===== src/rtl/uart_tx_arbiter.sv =====
// uart_tx_arbiter
//   Shares one simpleuart transmit register interface between NREQ byte-stream
//   requesters. Arbitration is round-robin, and a grant is locked to its holder
//   until the holder delivers a byte flagged as last. After every reset release
//   the UART divider is written once before any data is sent.
//
//   Optional build macro: ARB_LOCK_TIMEOUT_EN
//     When defined, a lock whose holder stops presenting bytes for LOCK_TIMEOUT
//     consecutive cycles is force-released and lock_timeout pulses for one cycle.
//     When undefined, lock_timeout is tied low and a lock is held indefinitely.
//
// Ports
//   clk, resetn     clock, asynchronous active-low reset
//   req_valid[i]    requester i presents a byte
//   req_data        byte of requester i at [8i+7:8i]
//   req_last[i]     presented byte ends requester i's packet
//   req_ready[i]    byte of requester i accepted when valid&ready
//   grant_valid     a requester holds the UART; grant_id names it
//   lock_timeout    one-cycle pulse on a forced lock release
//   uart_div_we/di  UART divider write port (written once after reset)
//   uart_dat_we/di  UART data write port
//   uart_dat_wait   UART data backpressure, forwarded to the holder

module uart_tx_arbiter #(
  parameter int          NREQ         = 4,
  parameter int          IDW          = 2,
  parameter logic [31:0] DIVIDER      = 32'd104,
  parameter int          LOCK_TIMEOUT = 1024
) (
  input  logic              clk,
  input  logic              resetn,
  input  logic [NREQ-1:0]   req_valid,
  input  logic [8*NREQ-1:0] req_data,
  input  logic [NREQ-1:0]   req_last,
  output logic [NREQ-1:0]   req_ready,
  output logic              grant_valid,
  output logic [IDW-1:0]    grant_id,
  output logic              lock_timeout,
  output logic [3:0]        uart_div_we,
  output logic [31:0]       uart_div_di,
  output logic              uart_dat_we,
  output logic [31:0]       uart_dat_di,
  input  logic              uart_dat_wait
);

  typedef enum logic [1:0] {INIT, IDLE, SEND} state_t;

  state_t         state_reg, state_next;
  logic [IDW-1:0] rr_ptr_reg, rr_ptr_next;
  logic [IDW-1:0] grant_id_reg, grant_id_next;
  logic           grant_valid_reg, grant_valid_next;
  logic [3:0]     div_we_reg, div_we_next;
  logic [31:0]    div_di_reg, div_di_next;

  // Per-requester byte view of the flat data bus.
  logic [7:0] req_byte [NREQ];

  genvar gi;
  generate
    for (gi = 0; gi < NREQ; gi++) begin : g_req
      assign req_byte[gi]  = req_data[8*gi +: 8];
      assign req_ready[gi] = (state_reg == SEND) && (grant_id_reg == IDW'(gi)) && !uart_dat_wait;
    end
  endgenerate

  logic       in_send;
  logic       sel_valid;
  logic       sel_last;
  logic [7:0] sel_byte;
  logic       accept;

  assign in_send   = (state_reg == SEND);
  assign sel_valid = req_valid[grant_id_reg];
  assign sel_last  = req_last[grant_id_reg];
  assign sel_byte  = req_byte[grant_id_reg];
  assign accept    = in_send && sel_valid && !uart_dat_wait;

  assign uart_dat_we  = in_send && sel_valid;
  assign uart_dat_di  = in_send ? {24'h0, sel_byte} : 32'h0;
  assign uart_div_we  = div_we_reg;
  assign uart_div_di  = div_di_reg;
  assign grant_valid  = grant_valid_reg;
  assign grant_id     = grant_id_reg;

  // Rotating-priority search: first valid index at or above rr_ptr, wrapping.
  // One bit of headroom keeps rr_ptr+k from overflowing before the wrap.
  logic           found;
  logic [IDW-1:0] winner;
  logic [IDW:0]   cand_sum;
  logic [IDW-1:0] cand_idx;

  always_comb begin
    found    = 1'b0;
    winner   = '0;
    cand_sum = '0;
    cand_idx = '0;
    for (int k = 0; k < NREQ; k++) begin
      cand_sum = {1'b0, rr_ptr_reg} + (IDW+1)'(k);
      if (cand_sum >= (IDW+1)'(NREQ))
        cand_sum = cand_sum - (IDW+1)'(NREQ);
      cand_idx = cand_sum[IDW-1:0];
      if (!found && req_valid[cand_idx]) begin
        found  = 1'b1;
        winner = cand_idx;
      end
    end
  end

  // Pointer value after releasing the current holder: (grant_id+1) mod NREQ.
  logic [IDW:0]   gid_inc;
  logic [IDW-1:0] ptr_after;
  assign gid_inc   = {1'b0, grant_id_reg} + (IDW+1)'(1);
  assign ptr_after = (gid_inc >= (IDW+1)'(NREQ)) ? '0 : gid_inc[IDW-1:0];

`ifdef ARB_LOCK_TIMEOUT_EN
  logic [15:0] idle_cnt_reg, idle_cnt_next;
  logic        lock_timeout_reg, lock_timeout_next;
  assign lock_timeout = lock_timeout_reg;
`else
  assign lock_timeout = 1'b0;
`endif

  always_comb begin
    state_next       = state_reg;
    rr_ptr_next      = rr_ptr_reg;
    grant_id_next    = grant_id_reg;
    grant_valid_next = grant_valid_reg;
    div_we_next      = 4'h0;
    div_di_next      = 32'h0;
`ifdef ARB_LOCK_TIMEOUT_EN
    idle_cnt_next     = idle_cnt_reg;
    lock_timeout_next = 1'b0;
`endif
    case (state_reg)
      INIT: begin
        div_we_next = 4'hF;
        div_di_next = DIVIDER;
        state_next  = IDLE;
      end
      IDLE: begin
        if (found) begin
          grant_id_next    = winner;
          grant_valid_next = 1'b1;
          state_next       = SEND;
`ifdef ARB_LOCK_TIMEOUT_EN
          idle_cnt_next = 16'h0;
`endif
        end
      end
      SEND: begin
        if (accept) begin
`ifdef ARB_LOCK_TIMEOUT_EN
          idle_cnt_next = 16'h0;
`endif
          if (sel_last) begin
            grant_valid_next = 1'b0;
            rr_ptr_next      = ptr_after;
            state_next       = IDLE;
          end
        end
`ifdef ARB_LOCK_TIMEOUT_EN
        else if (!sel_valid) begin
          // Holder has gone quiet; release once the count reaches its limit.
          if (idle_cnt_reg == 16'(LOCK_TIMEOUT - 1)) begin
            grant_valid_next  = 1'b0;
            rr_ptr_next       = ptr_after;
            state_next        = IDLE;
            lock_timeout_next = 1'b1;
          end else begin
            idle_cnt_next = idle_cnt_reg + 16'h1;
          end
        end
`endif
      end
      default: state_next = INIT;
    endcase
  end

  always_ff @(posedge clk or negedge resetn) begin
    if (!resetn) begin
      state_reg       <= INIT;
      rr_ptr_reg      <= '0;
      grant_id_reg    <= '0;
      grant_valid_reg <= 1'b0;
      div_we_reg      <= 4'h0;
      div_di_reg      <= 32'h0;
`ifdef ARB_LOCK_TIMEOUT_EN
      idle_cnt_reg     <= 16'h0;
      lock_timeout_reg <= 1'b0;
`endif
    end else begin
      state_reg       <= state_next;
      rr_ptr_reg      <= rr_ptr_next;
      grant_id_reg    <= grant_id_next;
      grant_valid_reg <= grant_valid_next;
      div_we_reg      <= div_we_next;
      div_di_reg      <= div_di_next;
`ifdef ARB_LOCK_TIMEOUT_EN
      idle_cnt_reg     <= idle_cnt_next;
      lock_timeout_reg <= lock_timeout_next;
`endif
    end
  end

endmodule


===== config.mk =====
export PLATFORM = sky130hd
export DESIGN_NAME = uart_tx_arbiter
export DESIGN_NICKNAME = d
export VERILOG_FILES = /design/src/rtl/uart_tx_arbiter.sv
export SDC_FILE = /design/constraint.sdc
export NUM_CORES = 1
export LEC_CHECK = 0
export ABC_AREA = 1
export BUFFER_PORTS_ARGS = -buffer_cell sky130_fd_sc_hd__clkbuf_2
export CORE_MARGIN = 5
export CORE_UTILIZATION = 39
export DETAILED_ROUTE_END_ITERATION = 6
export PLACE_DENSITY = 0.79
export SLEW_MARGIN = 20
export SYNTH_ARGS = -nofsm -noshare
export SYNTH_HDL_FRONTEND = slang
export SYNTH_SLANG_ARGS = --single-unit

===== constraint.sdc =====
create_clock -name clk -period 3.3 [get_ports clk]
set_clock_uncertainty 0.2 [all_clocks]
set_input_delay 0.66 -clock clk [delete_from_list [all_inputs] [get_ports clk]]
set_output_delay 0.66 -clock clk [all_outputs]
set_load 0.01 [all_outputs]

==> results of run 1 <==
## per-stage QoR
stage	power (mW)	std cells	utilization	setup WS [ps]
global placement	1.16	347	0.440	1010
floorplan	1.04	300	-	1020
global route	1.44	350	0.451	504
detailed placement	1.18	347	0.440	958
CTS	1.30	350	0.451	707
finish	1.29	350	0.451	691
## cells by family (layout without fill, tap and decap cells)
| kind of cell | count (synthesis) | after routing | synth area share |
|---|---|---|---|
| other cells | 1 | 54 | 0.00243 |
| flops | 8 | 8 | 0.130 |
| compound gates | 37 | 37 | 0.128 |
| fa+ha+maj | 5 | 5 | 0.0405 |
| simple gates | 110 | 110 | 0.335 |
| buf+inv | 86 | 88 | 0.364 |
## layout make-up
cell class	instances	area share
Inverter	19	0.0423
Timing Repair Buffer	66	0.197
Tap cell	48	0.0356
Clock buffer	3	0.0245
Sequential cell	8	0.119
Multi-Input combinational cell	206	0.582
## placed cells by master (no fill, tap or decap)
master                     count
sky130_fd_sc_hd__a21boi_0      1
sky130_fd_sc_hd__nand2_2       4
sky130_fd_sc_hd__o22ai_1       1
sky130_fd_sc_hd__conb_1       54
sky130_fd_sc_hd__buf_4         1
sky130_fd_sc_hd__nand3_1       6
sky130_fd_sc_hd__clkbuf_8      3
sky130_fd_sc_hd__nor2_8        1
sky130_fd_sc_hd__inv_1        13
sky130_fd_sc_hd__o21ai_1       2
sky130_fd_sc_hd__o21ai_0      19
sky130_fd_sc_hd__dfrtp_1       8
sky130_fd_sc_hd__or2_2         1
sky130_fd_sc_hd__nand4_1       2
sky130_fd_sc_hd__nand2_1      46
sky130_fd_sc_hd__ha_1          5
sky130_fd_sc_hd__nand2_4       6
sky130_fd_sc_hd__nor2_1       41
sky130_fd_sc_hd__clkinv_1      1
sky130_fd_sc_hd__clkbuf_2     65
sky130_fd_sc_hd__o21ai_2       1
sky130_fd_sc_hd__a21oi_1      11
sky130_fd_sc_hd__o211ai_1      2
sky130_fd_sc_hd__inv_2         5
sky130_fd_sc_hd__nand3_2       3
## final timing paths
check | from | end | slack [ps] | cells after the start
worst max-delay path | grant_id[1] | uart_dat_di[5] | 690 | 5
worst min-delay path | resetn | grant_id[0] | 70 | 1
worst max register to register | grant_id[1] | state_reg[1] | 1260 | 6
worst min register to register | state_reg[0] | uart_div_we[1] | 220 | 1
max in group asynchronous | resetn | grant_valid | 2650 | 1
min in group clk | state_reg[0] | uart_div_we[1] | 220 | 1
## layer usage
layer / GRT usage / part of all wire / vias to the layer above
li1: - / - / 767
met1: 0.141 / 0.38 / 650
met2: 0.235 / 0.49 / 80
met3: 0.0303 / 0.11 / 6
met4: 0.0512 / 0.019 / 0
met5: 0 / 0 / -
## power breakdown
part           internal (mW)  switching (mW)  total [mW]  leakage (nW)
Clock                 0.0788          0.0365       0.115        0.0216
Sequential             0.146          0.0846       0.231        0.0938
Combinational          0.337           0.605       0.942         0.920
==> run_results.csv, run 1 <==
group,metric,value,unit
status,result_of_the_run,"complete, no violations",
timing,period_share,0.791,
drt,avgViaCountPerCell,4.29,
setup_path,critPathMaxFanout,16,
power,power_per_cell_area,764,mW/mm²
timing,finalMaxSlewViolations,0,
logic_synthesis,post_synth_edffs,0,
floorplanning,fp.dieArea,0.00532,mm²
logic_synthesis,postSynth.asyncResetShare,1.00,
logic_synthesis,netlist_instances,247,
floorplanning,die_w,72.9,µm
clocking,cts.hold.buffers_added,0,
timing,timing.max_slew.rel_slack,0.644,
final_layout,antenna-diode-count,0,
timing,report.final.hold_viol_count,0,
logic_synthesis,seq_area_frac_synth,0.130,
clocking,cts_buffer_depth,2,
final_layout,multi_input_comb_area,981,µm²
timing,minimum_hold_slack,70.0,ps
final_layout,syn2layout_area_growth,9.24,%
power,leakage,1.04,nW
hold_path,hold_path_class,"in -> async",
drt,first_iter_violations,30,
logic_synthesis,synth_seq_cells,8,
clocking,cts_buffers,3,
setup_path,maximum_cell_stage_delay_along_the_critical_path,630,ps
final_layout,final.fill_count,401,
logic_synthesis,ys_top_cells_by_count,"60 x sky130_fd_sc_hd__buf_4, 46 x sky130_fd_sc_hd__nand2_1, 41 x sky130_fd_sc_hd__nor2_1, 19 x sky130_fd_sc_hd__o21ai_0, 13 x sky130_fd_sc_hd__inv_1",
logic_synthesis,synth_area_leader_cell,"sky130_fd_sc_hd__buf_4",
setup_path,timing.critical_path.to_type,"output port",
global_route,antenna_found_initial,0,
logic_synthesis,synth_top_cells_by_area,"sky130_fd_sc_hd__buf_4 29%, sky130_fd_sc_hd__dfrtp_1 13%, sky130_fd_sc_hd__nand2_1 11%",
timing,setup_viol,0,
logic_synthesis,syn-mean-instance-area,6.25,µm²
drt,dr_total_vias,1503,
power,peakVddDrop,0.391,mV
drt,detail-route-antenna-nets,0,
clocking,path_clk_slew,40,ps
final_layout,nNetsFinal,352,
clocking,tritoncts_num_sinks,8,
timing,fin_tns_setup,0,ps
setup_path,arrival,1750,ps
clocking,cts_post_setup_buffers_inserted,0,
drt,drt_drc_violations_left,0,
floorplanning,initial_utilization,0.412,
logic_synthesis,yosys.cell_types.count,26,
global_route,global_route_wire_length_before_repair,5600,µm
floorplanning,boundaryPins,120,
setup_path,crit_slowest_cell,"sky130_fd_sc_hd__dfrtp_1",
final_layout,regArea,200,µm²
logic_synthesis,ys_dominant_reg_cell,"sky130_fd_sc_hd__dfrtp_1",
placed_design,hpwlAfterDp,3040,µm
clocking,cts_repair_resize_count,0,
logic_synthesis,yosysMostFrequentCell,"sky130_fd_sc_hd__buf_4",
setup_path,worstSetupStartpointType,"flop",
floorplanning,floorplan.die.height,72.9,µm
logic_synthesis,area_fraction_of_the_dominant_cell_type_after_synthesis,0.292,
placed_design,port-buffer-count,65,
clocking,cts_max_level,1,
setup_path,cp_data_required_time,2440,ps
setup_path,cell_family_with_most_cp_delay,"flip-flops",
timing,timing_worst_slew_pin_value,534,ps
setup_path,worstSetupPathType,"reg -> out",
final_layout,layout-drive-gt1-share,0.298,
setup_path,path_cells,"inv_1, nor2_1, o21ai_0, a21oi_1, clkbuf_2",
drt,drt_pre_antenna_iters,6,
timing,max_freq,0.383,GHz
clocking,worst_skew_pair.late_latency,230,ps
placed_design,dpl-instance-area,0.00165,mm²
global_route,global_route.usage.total,0.129,
setup_path,crit_buf_inv,2,
floorplanning,placeableCoreArea,0.00374,mm²
clocking,tritoncts_clock_tree,"built",
timing,rsz0062_at_grt,"no",
final_layout,finalInstanceArea,0.00169,mm²
timing,min_cycle_time_layout,2610,ps
global_route,first_global_vias,1385,
drt,routedWlPerCell,10.0,µm
clocking,clk_root_buffer_cell,"sky130_fd_sc_hd__clkbuf_8",
floorplanning,placement_row_count,22,
logic_synthesis,synthesis.yosys.warnings,0,
drt,route.final.wire_length,3510,µm
global_route,grt_overflow_total,0,
placed_design,finalWeightedCongestion,0.766,
logic_synthesis,netlist_area,0.00154,mm²
global_route,grt_max_degree,28,
job,max_cap_violations,0,
No activity file was read; power rests on OpenSTA's default activity.
==> run 2: changes to the inputs <==
--- a/config.mk
+++ b/config.mk
@@ -8,7 +8,7 @@
 export ABC_AREA = 1
 export BUFFER_PORTS_ARGS = -buffer_cell sky130_fd_sc_hd__clkbuf_2
 export CORE_MARGIN = 5
-export CORE_UTILIZATION = 39
+export CORE_UTILIZATION = 37
 export DETAILED_ROUTE_END_ITERATION = 6
 export PLACE_DENSITY = 0.79
 export SLEW_MARGIN = 20
==> constraint.sdc (replaced) <==
create_clock -name clk -period 2.2 [get_ports clk]
set_clock_uncertainty 0.2 [all_clocks]
set_input_delay 0.44 -clock clk [delete_from_list [all_inputs] [get_ports clk]]
set_output_delay 0.44 -clock clk [all_outputs]
set_load 0.01 [all_outputs]
==> run 2 against run 1 <==
Via count grew 2.7%. Combinational power rose by 61%. Clock power rose by 48%. Die area up 4.7%. Largest cell class unchanged.
==> run_results.csv, run 2 (same netlist as run 1, synthesis figures left out) <==
group,metric,value,unit
status,result_of_the_run,"complete, no violations",
final_layout,syn2layout_area_growth,12.3,%
drt,detail-route-antenna-nets,0,
hold_path,hold_depth,1,
final_layout,finish.utilization,0.430,
hold_path,hold_path_class,"reg -> reg",
clocking,cts_post_setup_buffers_inserted,0,
timing,setup_viol,0,
timing,max_freq,0.486,GHz
final_layout,layout_common_cells,"65 x sky130_fd_sc_hd__clkbuf_2, 54 x sky130_fd_sc_hd__conb_1, 46 x sky130_fd_sc_hd__nand2_1",
setup_path,cell_family_with_most_cp_delay,"flip-flops",
floorplanning,die_w,74.6,µm
clocking,path_clk_slew,40,ps
setup_path,path_cells,"buf_4, nor2_1, nor2_1, o21ai_0, a21oi_1, clkbuf_2",
setup_path,worstSetupPathType,"reg -> out",
global_route,first_global_vias,1438,
final_layout,layout-drive-gt1-share,0.309,
drt,drt_drc_violations_left,0,
global_route,global_route.usage.total,0.129,
drt,first_iter_violations,43,
setup_path,cp_data_required_time,1560,ps
clocking,tritoncts_clock_tree,"built",
global_route,grt_overflow_total,0,
timing,rsz0062_at_grt,"no",
placed_design,port-buffer-count,65,
final_layout,multi_input_comb_area,981,µm²
timing,report.final.hold_viol_count,0,
setup_path,arrival,1420,ps
drt,dr_total_vias,1544,
final_layout,nNetsFinal,357,
setup_path,cpMostUsedCell,"sky130_fd_sc_hd__nor2_1",
clocking,clk_root_buffer_cell,"sky130_fd_sc_hd__clkbuf_8",
global_route,global_route_wire_length_before_repair,5840,µm
floorplanning,initial_utilization,0.383,
drt,drt_pre_antenna_iters,4,
floorplanning,fp.dieArea,0.00557,mm²
clocking,cts_buffer_depth,2,
drt,avgViaCountPerCell,4.32,
timing,min_cycle_time_layout,2060,ps
clocking,cts_buffers,3,
global_route,grt_use_met3,0.0311,
final_layout,most_frequent_standard_cell_in_the_layout_excluding_fill_and_tap_cells,"sky130_fd_sc_hd__clkbuf_2",
power,leakage,1.06,nW
floorplanning,boundaryPins,120,
power,total_power_draw,2.00,mW
timing,minimum_hold_slack,224,ps
timing,period_share,0.936,
clocking,tritoncts_num_sinks,8,
setup_path,timing.critical_path.to_type,"output port",
setup_path,maximum_cell_stage_delay_along_the_critical_path,450,ps
job,max_cap_violations,0,
timing,fin_tns_setup,0,ps
floorplanning,placement_row_count,23,
setup_path,crit_slowest_cell,"sky130_fd_sc_hd__dfrtp_1",
floorplanning,placeableCoreArea,0.00403,mm²
drt,routedWlPerCell,9.98,µm
final_layout,regArea,200,µm²
power,power_per_cell_area,1160,mW/mm²
floorplanning,floorplan.die.height,74.6,µm
final_layout,antenna-diode-count,0,
global_route,globalRouteMet2Util,0.233,
placed_design,hpwlAfterDp,3110,µm
clocking,cts_max_level,1,
global_route,met1_routing_resource_usage_after_global_routing,0.153,
setup_path,path_depth,6,
timing,finalMaxSlewViolations,0,
global_route,peak_usage_layer_in_the_global_routing_report,"met2",
setup_path,crit_buf_inv,2,
final_layout,final.fill_count,428,
setup_path,worstSetupStartpointType,"flop",
setup_path,r2r.worst_path.cells,11,
global_route,grt_max_degree,21,
setup_path,critPathMaxFanout,9,
power,peakVddDrop,0.535,mV
drt,route.final.wire_length,3560,µm
placed_design,finalWeightedCongestion,0.797,
clocking,worst_skew_pair.late_latency,220,ps
global_route,antenna_found_initial,0,
run 2: worst paths after layout:
| check | start | to | slack (ps) |
|---|---|---|---|
| max | grant_id[0] | uart_dat_di[6] | 140 |
| min | state_reg[0] | uart_div_we[1] | 220 |
| max reg2reg | rr_ptr_reg[0] | grant_id[0] | 370 |
| min reg2reg | state_reg[0] | uart_div_we[1] | 220 |
| max in group asynchronous | resetn | grant_valid | 1230 |
| min in group asynchronous | resetn | grant_id[0] | 400 |
run 2: repair_timing:
item                                   4_1_cts  5_1_grt
setup endpoints to repair                   10        3
hold buffers                                 1        0
gates cloned                                 0        0
pin swaps                                    0        0
endpoints found under the hold margin        8        0
gates resized for setup                      1        1
run 2: layout make-up:
cell class / instances / area share
repair buffers: 71 / 0.217
multi-input cells: 206 / 0.566
well taps: 50 / 0.0361
clock buffers: 3 / 0.0238
inverters: 19 / 0.0418
flip-flops and latches: 8 / 0.115
run 2: worst register-to-register path, stage by stage, from the launching register on:
cell	delay [ps]
sky130_fd_sc_hd__dfrtp_1	520
sky130_fd_sc_hd__buf_4	230
sky130_fd_sc_hd__nand2_1	80
sky130_fd_sc_hd__nand2_2	80
sky130_fd_sc_hd__nand2_2	90
sky130_fd_sc_hd__nand2_4	70
sky130_fd_sc_hd__nor2_8	100
sky130_fd_sc_hd__nand3_2	90
sky130_fd_sc_hd__nand2_4	100
sky130_fd_sc_hd__inv_2	40
sky130_fd_sc_hd__nand3_1	60
sky130_fd_sc_hd__nand2_1	50
run 2: layer usage:
layer,share of wire,up-vias
li1,-,780
met1,0.39,670
met2,0.49,92
met3,0.11,2
met4,0.0048,0
met5,0,-
run 2: report_power, final:
group | switching [mW] | internal, mW
Combinational | 0.965 | 0.556
Clock | 0.0519 | 0.118
Sequential | 0.0931 | 0.220
run 2: per-stage QoR:
| stage | cells | area [µm²] | worst slack (ps) |
|---|---|---|---|
| 3_3_place_gp | 353 | 1680 | 239 |
| 4_1_cts | 357 | 1730 | 113 |
| 2_1_floorplan | 300 | 1740 | 140 |
| 3_5_place_dp | 353 | 1680 | 170 |
| 6_report | 357 | 1730 | 141 |
| 5_1_grt | 357 | 1730 | 5.12 |
==> run 3: changes to the inputs <==
--- a/config.mk
+++ b/config.mk
@@ -5,12 +5,12 @@
 export SDC_FILE = /design/constraint.sdc
 export NUM_CORES = 1
 export LEC_CHECK = 0
-export ABC_AREA = 1
 export BUFFER_PORTS_ARGS = -buffer_cell sky130_fd_sc_hd__clkbuf_2
 export CORE_MARGIN = 5
-export CORE_UTILIZATION = 37
+export CORE_UTILIZATION = 34
 export DETAILED_ROUTE_END_ITERATION = 6
-export PLACE_DENSITY = 0.79
+export GPL_TIMING_DRIVEN = 0
+export PLACE_DENSITY = 0.78
 export SLEW_MARGIN = 20
 export SYNTH_ARGS = -nofsm -noshare
 export SYNTH_HDL_FRONTEND = slang
==> run 3 against run 2 <==
Total power is 16% lower. Sequential power about the same. Register-to-register slack worse by 250 ps. Die area down 6.7%. Count of clock-buffer cells in the layout is the same.
==> run_results.csv, run 3 <==
group,metric,value,unit
placed_design,port-buffer-count,65,
setup_path,timing.critical_path.to_type,"output port",
global_route,met1_routing_resource_usage_after_global_routing,0.151,
logic_synthesis,ys_dominant_reg_cell,"sky130_fd_sc_hd__dfrtp_1",
drt,routedWlPerCell,11.1,µm
setup_path,arrival,1540,ps
timing,setup_viol,0,
setup_path,rr_startpoint,"grant_id[1]",
hold_path,worstHoldStart,"state_reg[0]",
hold_path,worst_hold_path.endpoint,"uart_div_we[1]",
power,seq_power_share,0.187,
global_route,antenna_found_initial,0,
floorplanning,floorplan.die.height,72.0,µm
job,max_cap_violations,0,
placed_design,dpl-instance-area,0.00189,mm²
logic_synthesis,yosysMostFrequentCell,"sky130_fd_sc_hd__buf_4",
logic_synthesis,netlist_instances,146,
setup_path,regToRegEndpoint,"rr_ptr_reg[1]",
final_layout,layout_common_cells,"65 x sky130_fd_sc_hd__clkbuf_2, 64 x sky130_fd_sc_hd__buf_4, 54 x sky130_fd_sc_hd__conb_1",
logic_synthesis,netlist_area,0.00131,mm²
logic_synthesis,seq_area_frac_synth,0.153,
drt,detail-route-antenna-nets,0,
placed_design,hpwlAfterDp,3110,µm
setup_path,path_cells,"buf_12, mux4_2, nor2b_1, clkbuf_2",
final_layout,syn2layout_area_growth,53.4,%
setup_path,cp_data_required_time,1560,ps
final_layout,finalInstanceArea,0.00201,mm²
global_route,global_route.usage.total,0.134,
power,internal-power,0.992,mW
floorplanning,initial_utilization,0.355,
setup_path,crit_slowest_cell,"sky130_fd_sc_hd__mux4_2",
timing,max_freq,0.458,GHz
power,power.switching_fraction,0.408,
status,result_of_the_run,"complete, no violations",
floorplanning,placement_row_count,22,
logic_synthesis,yosys.cell_types.count,28,
hold_path,hold_path_class,"reg -> reg",
placed_design,finalWeightedCongestion,0.784,
global_route,globalRouteMet2Util,0.251,
logic_synthesis,synthesis.yosys.warnings,0,
logic_synthesis,ys_top_cells_by_count,"60 x sky130_fd_sc_hd__buf_4, 12 x sky130_fd_sc_hd__nor2b_1, 10 x sky130_fd_sc_hd__mux4_2, 8 x sky130_fd_sc_hd__dfrtp_1, 8 x sky130_fd_sc_hd__o21ai_0",
timing,fin_tns_setup,0,ps
drt,drt_drc_violations_left,0,
clocking,path_clk_slew,40,ps
clocking,cts_buffer_depth,2,
logic_synthesis,postSynth.asyncResetShare,1.00,
setup_path,worstSetupPathType,"reg -> out",
drt,first_iter_violations,25,
logic_synthesis,syn-mean-instance-area,8.96,µm²
timing,report.final.hold_viol_count,0,
timing,rsz0062_at_grt,"yes",
final_layout,most_frequent_standard_cell_in_the_layout_excluding_fill_and_tap_cells,"sky130_fd_sc_hd__clkbuf_2",
power,power_per_cell_area,834,mW/mm²
final_layout,antenna-diode-count,0,
drt,route.final.wire_length,3570,µm
drt,drt_pre_antenna_iters,4,
floorplanning,die_w,72.0,µm
global_route,grt_max_degree,11,
timing,min_cycle_time_layout,2180,ps
power,peakVddDrop,0.348,mV
timing,minimum_hold_slack,267,ps
clocking,tritoncts_num_sinks,8,
logic_synthesis,post_synth_edffs,0,
clocking,tritoncts_clock_tree,"built",
setup_path,setup.reg_to_reg.worst_slack,120,ps
floorplanning,placeableCoreArea,0.00369,mm²
floorplanning,fp.dieArea,0.00519,mm²
logic_synthesis,synth_seq_cells,8,
power,power.combinational.fraction,0.705,
clocking,clk_root_buffer_cell,"sky130_fd_sc_hd__clkbuf_8",
final_layout,layout-drive-gt1-share,0.549,
final_layout,nNetsFinal,323,
logic_synthesis,synth_area_leader_cell,"sky130_fd_sc_hd__buf_4",
power,clkPwrFrac,0.108,
setup_path,r2r.worst_path.cells,5,
setup_path,maximum_cell_stage_delay_along_the_critical_path,490,ps
power,switching_power,0.682,mW
global_route,grt_overflow_total,0,
floorplanning,boundaryPins,120,
clocking,cts_max_level,1,
timing,finalMaxSlewViolations,0,
drt,avgViaCountPerCell,3.96,
hold_path,hold_depth,1,
global_route,grt_use_met3,0.0166,
global_route,peak_usage_layer_in_the_global_routing_report,"met2",
setup_path,worstSetupStartpointType,"flop",
global_route,first_global_vias,1269,
timing,period_share,0.991,
setup_path,critPathMaxFanout,9,
logic_synthesis,area_fraction_of_the_dominant_cell_type_after_synthesis,0.344,
power,leakage,1.16,nW
clocking,worst_skew_pair.late_latency,230,ps
clocking,cts_buffers,3,
logic_synthesis,synth_top_cells_by_area,"sky130_fd_sc_hd__buf_4 34%, sky130_fd_sc_hd__mux4_2 17%, sky130_fd_sc_hd__dfrtp_1 15%",
global_route,global_route_wire_length_before_repair,5620,µm
drt,dr_total_vias,1270,
-- run 3: area by class of cell --
type,instances,area (µm²)
Inverter,4,15.0
Tap cell,48,60.1
Sequential cell,8,203
Clock buffer,3,41.3
Multi-Input combinational cell,124,830
Fill cell,391,1680
Timing Repair Buffer,71,377
Buffer,63,483
-- run 3: worst max-delay path by stage --
stage / to / slack [ps] / from
after floorplan: uart_dat_di[0] / 90 / grant_id[0]
after global placement: uart_dat_di[6] / -120 / grant_id[1]
after global routing: uart_dat_di[4] / -50 / grant_id[0]
after detailed placement: uart_dat_di[3] / -140 / grant_id[0]
after CTS: uart_dat_di[3] / 5 / grant_id[0]
final: uart_dat_di[3] / 20 / grant_id[0]
-- run 3: repair_timing --
action,4_1_cts,5_1_grt
resized for setup,8,4
buffers inserted,3,2
cloned,0,0
hold buffers,1,0
endpoints found under the hold margin,8,0
setup endpoints to repair,8,9
-- run 3: cells by family (layout without fill, tap and decap cells) --
kind of cell    count (synthesis)  after routing  share of synthesized area
buf+inv                        67            141                      0.365
compound gates                 16             16                     0.0774
mux                            13             13                      0.196
fa+ha+maj                       5              5                     0.0478
other cells                     1             54                    0.00287
simple gates                   36             36                      0.158
flops                           8              8                      0.153
-- run 3: critical path: cells and delay by family (launching register included) --
kind                   cells  cell delay (ps)
flip-flops                 1              400
AND/OR/NAND/NOR            1              140
multiplexers               1              490
buffers and inverters      2              280
-- run 3: stage by stage --
step	power [mW]	util	setup slack (ps)	instances
final	1.67	0.544	18.9	321
after detailed placement	1.38	0.513	-137	312
after global placement	1.36	0.513	-121	312
after floorplan	1.06	-	90.7	199
after CTS	1.65	0.539	5.28	319
after global routing	1.82	0.544	-50.1	321
-- run 3: per-layer routing --
| metal | vias up | share of wire |
|---|---|---|
| met5 | - | 0 |
| met4 | 0 | 0.021 |
| met3 | 7 | 0.078 |
| met2 | 65 | 0.55 |
| met1 | 557 | 0.35 |
| li1 | 641 | - |
-- run 3: power by group through the flow --
stage | clock network [mW] | registers [mW] | logic, mW
6_report | 0.182 | 0.313 | 1.18
5_1_grt | 0.189 | 0.324 | 1.30
4_1_cts | 0.182 | 0.308 | 1.16
3_5_place_dp | 0 | 0.336 | 1.05
3_3_place_gp | 0 | 0.329 | 1.03
2_1_floorplan | 0 | 0.320 | 0.742
